**src/rtl/i2s_rx.sv**
```systemverilog
// Oversampling I2S receiver: deserializes sclk/lrclk/sdata into
// parallel left/right samples in the clk domain.
module i2s_rx #(
    parameter int AUDIO_DW   = 16,
    parameter bit LEFT_LEVEL = 1'b0
) (
    input  logic                clk,
    input  logic                reset_n,
    input  logic                sclk,
    input  logic                lrclk,
    input  logic                sdata,
    output logic [AUDIO_DW-1:0] left_chan,
    output logic [AUDIO_DW-1:0] right_chan,
    output logic                sample_valid,
    output logic                short_word,
    output logic                locked
);

    localparam int LW = (AUDIO_DW > 1) ? $clog2(AUDIO_DW) : 1;
    localparam int CW = LW + 1;
    localparam logic [CW-1:0] FULL = CW'(AUDIO_DW);
    localparam logic [LW-1:0] TOP  = LW'(AUDIO_DW - 1);

    typedef enum logic {
        INIT,
        RUN
    } state_t;

    state_t              state;
    logic                sclk_s1, sclk_s2, sclk_s3;
    logic                lr_s1, lr_s2;
    logic                sd_s1, sd_s2;
    logic                prev_lr;
    logic                got_left;
    logic [AUDIO_DW-1:0] sr;
    logic [CW-1:0]       cnt;

    logic                bit_edge;
    logic [AUDIO_DW-1:0] sr_nxt;
    logic [CW-1:0]       cnt_nxt;
    logic                is_short;

    assign bit_edge = sclk_s2 & ~sclk_s3;

    // Word value with the current bit stored; extra bits past FULL are dropped.
    always_comb begin
        sr_nxt  = sr;
        cnt_nxt = cnt;
        if (cnt < FULL) begin
            sr_nxt[TOP - cnt[LW-1:0]] = sd_s2;
            cnt_nxt = cnt + CW'(1);
        end
        is_short = (cnt_nxt < FULL);
    end

    always_ff @(posedge clk or negedge reset_n) begin
        if (!reset_n) begin
            state        <= INIT;
            sclk_s1      <= 1'b0;
            sclk_s2      <= 1'b0;
            sclk_s3      <= 1'b0;
            lr_s1        <= 1'b0;
            lr_s2        <= 1'b0;
            sd_s1        <= 1'b0;
            sd_s2        <= 1'b0;
            prev_lr      <= 1'b0;
            got_left     <= 1'b0;
            sr           <= '0;
            cnt          <= '0;
            left_chan    <= '0;
            right_chan   <= '0;
            sample_valid <= 1'b0;
            short_word   <= 1'b0;
            locked       <= 1'b0;
        end else begin
            sclk_s1      <= sclk;
            sclk_s2      <= sclk_s1;
            sclk_s3      <= sclk_s2;
            lr_s1        <= lrclk;
            lr_s2        <= lr_s1;
            sd_s1        <= sdata;
            sd_s2        <= sd_s1;
            sample_valid <= 1'b0;
            short_word   <= 1'b0;
            if (bit_edge) begin
                if (lr_s2 != prev_lr) begin
                    // The bit on a word-select change is the old word's LSB slot.
                    prev_lr <= lr_s2;
                    sr      <= '0;
                    cnt     <= '0;
                    if (state == INIT) begin
                        state <= RUN;
                    end else begin
                        short_word <= is_short;
                        if (prev_lr == LEFT_LEVEL) begin
                            left_chan <= sr_nxt;
                            got_left  <= 1'b1;
                        end else begin
                            right_chan <= sr_nxt;
                            if (got_left) begin
                                sample_valid <= 1'b1;
                                locked       <= 1'b1;
                                got_left     <= 1'b0;
                            end
                        end
                    end
                end else begin
                    sr  <= sr_nxt;
                    cnt <= cnt_nxt;
                end
            end
        end
    end

endmodule

```
**config.mk**
```make
export PLATFORM = sky130hd
export DESIGN_NAME = i2s_rx
export DESIGN_NICKNAME = d
export VERILOG_FILES = /design/src/rtl/i2s_rx.sv
export SDC_FILE = /design/constraint.sdc
export NUM_CORES = 1
export LEC_CHECK = 0
export ABC_CLOCK_PERIOD_IN_PS = 1720
export CORE_AREA = 5 5 100 102
export DETAILED_ROUTE_END_ITERATION = 10
export DIE_AREA = 0 0 105 107
export MAX_ROUTING_LAYER = met4
export PLACE_DENSITY = 0.52
export SYNTH_ARGS = -nofsm -noshare
export SYNTH_HDL_FRONTEND = slang
export SYNTH_SLANG_ARGS = --single-unit
```
**constraint.sdc**
```tcl
create_clock -name clk -period 1.72 [get_ports clk]
set_clock_uncertainty 0.05 [all_clocks]
set_input_delay 0.344 -clock clk [delete_from_list [all_inputs] [get_ports clk]]
set_output_delay 0.344 -clock clk [all_outputs]
set_load 0.01 [all_outputs]
```
==> summary.md <==
| Metric | Value |
|---|---|
| #FFs+latches synth | 66 |
| CTS tree | built |
| Syn Inst Count | roughly 200 |
| Pre-antenna DRT Iters | 4 |
| WP data required | ~1.9 ns |
| Failing checks | negative setup slack |
| Antenna cells | 0 |
| Setup crit start | cnt[3] |
| GRT overflow | 0 |
| CTS Sinks | 66 |
| Die height | 107 µm |
| Slew @ Worst Pin | between 0.5 and 0.6 ns |
| Fillers | roughly 800 |
| Critical Path End | left_chan[9] |
| Fin Hold WS | 0.2973 ns |
| Status | complete, but fails checks |
| GPL Wtd Cong | just under 0.8 |
| Minimum clock period after layout | ~1.8 ns |
| Synthesis-to-layout area growth | 40.75% |
| Cell area after synthesis | roughly 3000 µm² |
| Power per cell area | 999.4 nW/µm² |
| Htree depth | 3 |
| IO Port Bufs | 39 |
| Crit-path max FO | 5 |
| Initial Utilization | 33.05% |
| Die width | around 110 µm |
| Final net count | 278 |
| Initial antenna violation count | 0 |
| Post-route ant nets | 0 |
| Fin. Hold Viols | 0 |
| Drt via density | ~4.8 |
| Die area | approximately 11000 µm² |
| Reg2reg start | cnt[3] |
| Worst reg-to-reg path cell count | 5 |
| Finish-stage setup viols | 9 |
| Hpwl dp | 4000 µm |
| Pins Over Slew Limit | 0 |
| First-pass GRT wire length | 10340 µm |
| Flop-to-flop setup slack | -0.03 ns |
| WL per Instance | between 15 and 20 µm |
| Final worst slack | -0.03186 ns |
| CP Capture Type | flop |
| Leakage power | ~1.8 nW |
| Final core utilization | between 40 and 50% |
| Total track usage | 11.83% |
| Clock Path Buffers | 2 |
| RSZ-0062 raised after global routing | yes |
| Distinct cells, synth | 36 |
| Post-route DRC | 0 |
| Core ar. | 9021 µm² |
| DRT iter0 DRCs | between 50 and 60 |
| Clk slew on worst S/H paths | about 0.070 ns |
| Worst-skew pair later-pin latency | 0.34 ns |
| Post-synthesis sequential area ratio | a little under three fifths |
| Post-Route WL | 6514 µm |
| Floorplan row count | 35 |
| Worst vdd ir | ~0.00060 V |
| # IOs | 40 |
| Total of max-cap violations | 0 |
| Fmax | between 500 and 600 MHz |
| Reg2reg end | left_chan[9] |
| CP Launch Type | flop |
| Yosys warns | 0 |
| Clock Tree Root | clkbuf_8 |
| Hold Path Class | flop to flop |
| Largest net degree at the start of global routing | 67 |
| Layout cells sized above 1 | 42.49% |
| Vias in the first global route | between 1500 and 2000 |
| Syn nets | 212 |
| Max_slew headroom | approximately three fifths |
| Post-Syn Area per Cell | ~15 µm² |
| CTS buffer count | 9 |
| Via Count | about 1800 |
| Critical path arrival | between 1.5 and 2 ns |
| Final Cycle Share | 101.9% |
| Critical path class | flop to flop |
[cells by family (layout without fill, tap and decap cells)]
kind of cell,Yosys count,count (layout),share of synthesized area [%]
XOR/XNOR,2,2,0.8395
AO/OA/AOI/OAI,27,27,7.008
multiplexers,48,48,20.27
AND/OR/NAND/NOR,36,36,9.904
buffers and inverters,18,89,4.490
adder cells (fa/ha/maj),5,5,2.098
flip-flops,66,66,55.39
[synth_stat cells (all sizes together)]
master   number  area share, %
o2bb2ai       1           0.29
mux2         48             20
nor4          1           0.21
a22o         17            5.0
nand4b        5            1.5
nor4b         5            2.1
inv           3           0.38
or2b          1           0.25
nand2         4           0.50
and3          1           0.21
nor4bb        8            2.7
nor3          1           0.17
xnor2         1           0.29
nor2b         3           0.63
clkbuf        3           0.38
and4b         2           0.67
nand2b        1           0.21
a21oi         4           0.67
and2          1           0.21
xor2          1           0.55
o21ai         2           0.34
buf          12            3.7
o21bai        1           0.25
dfrtp        66             55
nor2          2           0.34
a21o          1           0.25
ha            5            2.1
or4           1           0.25
a31oi         1           0.21
[routing by layer]
metal,wire length [µm],GRT usage (%),vias to the layer above
li1,-,-,876
met1,3206,15.49,925
met2,2971,17.22,32
met3,225,3.371,13
met4,110,4.932,0
met5,0,-,-
[sequential cells by signal, summed over array words and instances, names as in the netlist, 5 cells and up]
register,flops
cnt,5
sr,16
right_chan,16
left_chan,16
[worst max-delay path, cell delays in order (launching register included)]
cell and delay, ns:
dfrtp_2 0.42, buf_6 0.14, buf_4 0.14, nor4bb_4 0.28, mux2_4 0.34, mux2_4 0.26
[how the worst min path moves through the flow]
| stage | depth (start not counted) | from | end | slack (ns) |
|---|---|---|---|---|
| after global routing | 0 | sclk_s1 | sclk_s2 | 0.30 |
| after floorplan | 0 | reset_n | cnt[0] | -0.002 |
| final | 0 | sclk_s1 | sclk_s2 | 0.30 |
| after detailed placement | 0 | sclk_s1 | sclk_s2 | 0.29 |
| after global placement | 0 | sclk_s1 | sclk_s2 | 0.29 |
| after CTS | 0 | sclk_s1 | sclk_s2 | 0.30 |
[report_power, final]
part | internal [mW] | switching, mW | total, mW
clock | 0.860 | 0.574 | 1.43
sequential | 1.69 | 0.0999 | 1.79
combinational | 0.599 | 0.372 | 0.971
total | 3.15 | 1.05 | 4.19
[stage by stage]
stage / TNS (ns) / setup WS, ns / std cells / instance area (µm²) / power, mW
6_report: -0.1311 / -0.03186 / 384 / 4197 / 4.194
2_1_floorplan: 0 / 0.003285 / 202 / 2988 / 2.176
3_5_place_dp: -2.485 / -0.1881 / 359 / 3567 / 2.532
4_1_cts: -1.022 / -0.06382 / 380 / 3951 / 4.094
5_1_grt: -1.064 / -0.07392 / 384 / 4197 / 4.392
3_3_place_gp: -2.431 / -0.1794 / 359 / 3567 / 2.528
[layout by cell type, fill, tap and decap left out, types with 2 or more instances in the layout]
cell type        synthesis  routed
buf_4                    2      21
clkbuf_1                 3       4
and4b_1                  2       2
nor4bb_4                 0       8
mux2_4                  17      41
dfrtp_1                 66      64
o21ai_0                  2       2
nor4b_4                  0       4
clkdlybuf4s50_1          0      38
dfrtp_2                  0       2
a21oi_1                  4       4
nand4b_1                 5       5
nor2b_1                  3       2
buf_6                    5       6
a22o_1                  17      17
mux2_2                  30       7
nand2_1                  4       4
ha_4                     0       4
bufinv_16                0       2
clkbuf_8                 0      10
[what timing repair did]
action	CTS	global route
endpoints found under the setup margin	35	46
gates resized for setup	22	46
hold buffers	1	0
setup buffers	4	5
pin swaps	0	7
hold endpoints to repair	66	0
[cell type report]
cell class                      count  area (µm²)  share of cell area (%)
Clock inverter                      2       60.06                   1.431
Sequential cell                    66        1654                   39.42
Tap cell                          111       138.9                   3.309
Timing Repair Buffer               70       663.1                   15.80
Inverter                            3       13.76                  0.3280
Multi-Input combinational cell    118        1514                   36.08
Clock buffer                       14       152.6                   3.637
Note: power is estimated with default switching activity, not from simulation.
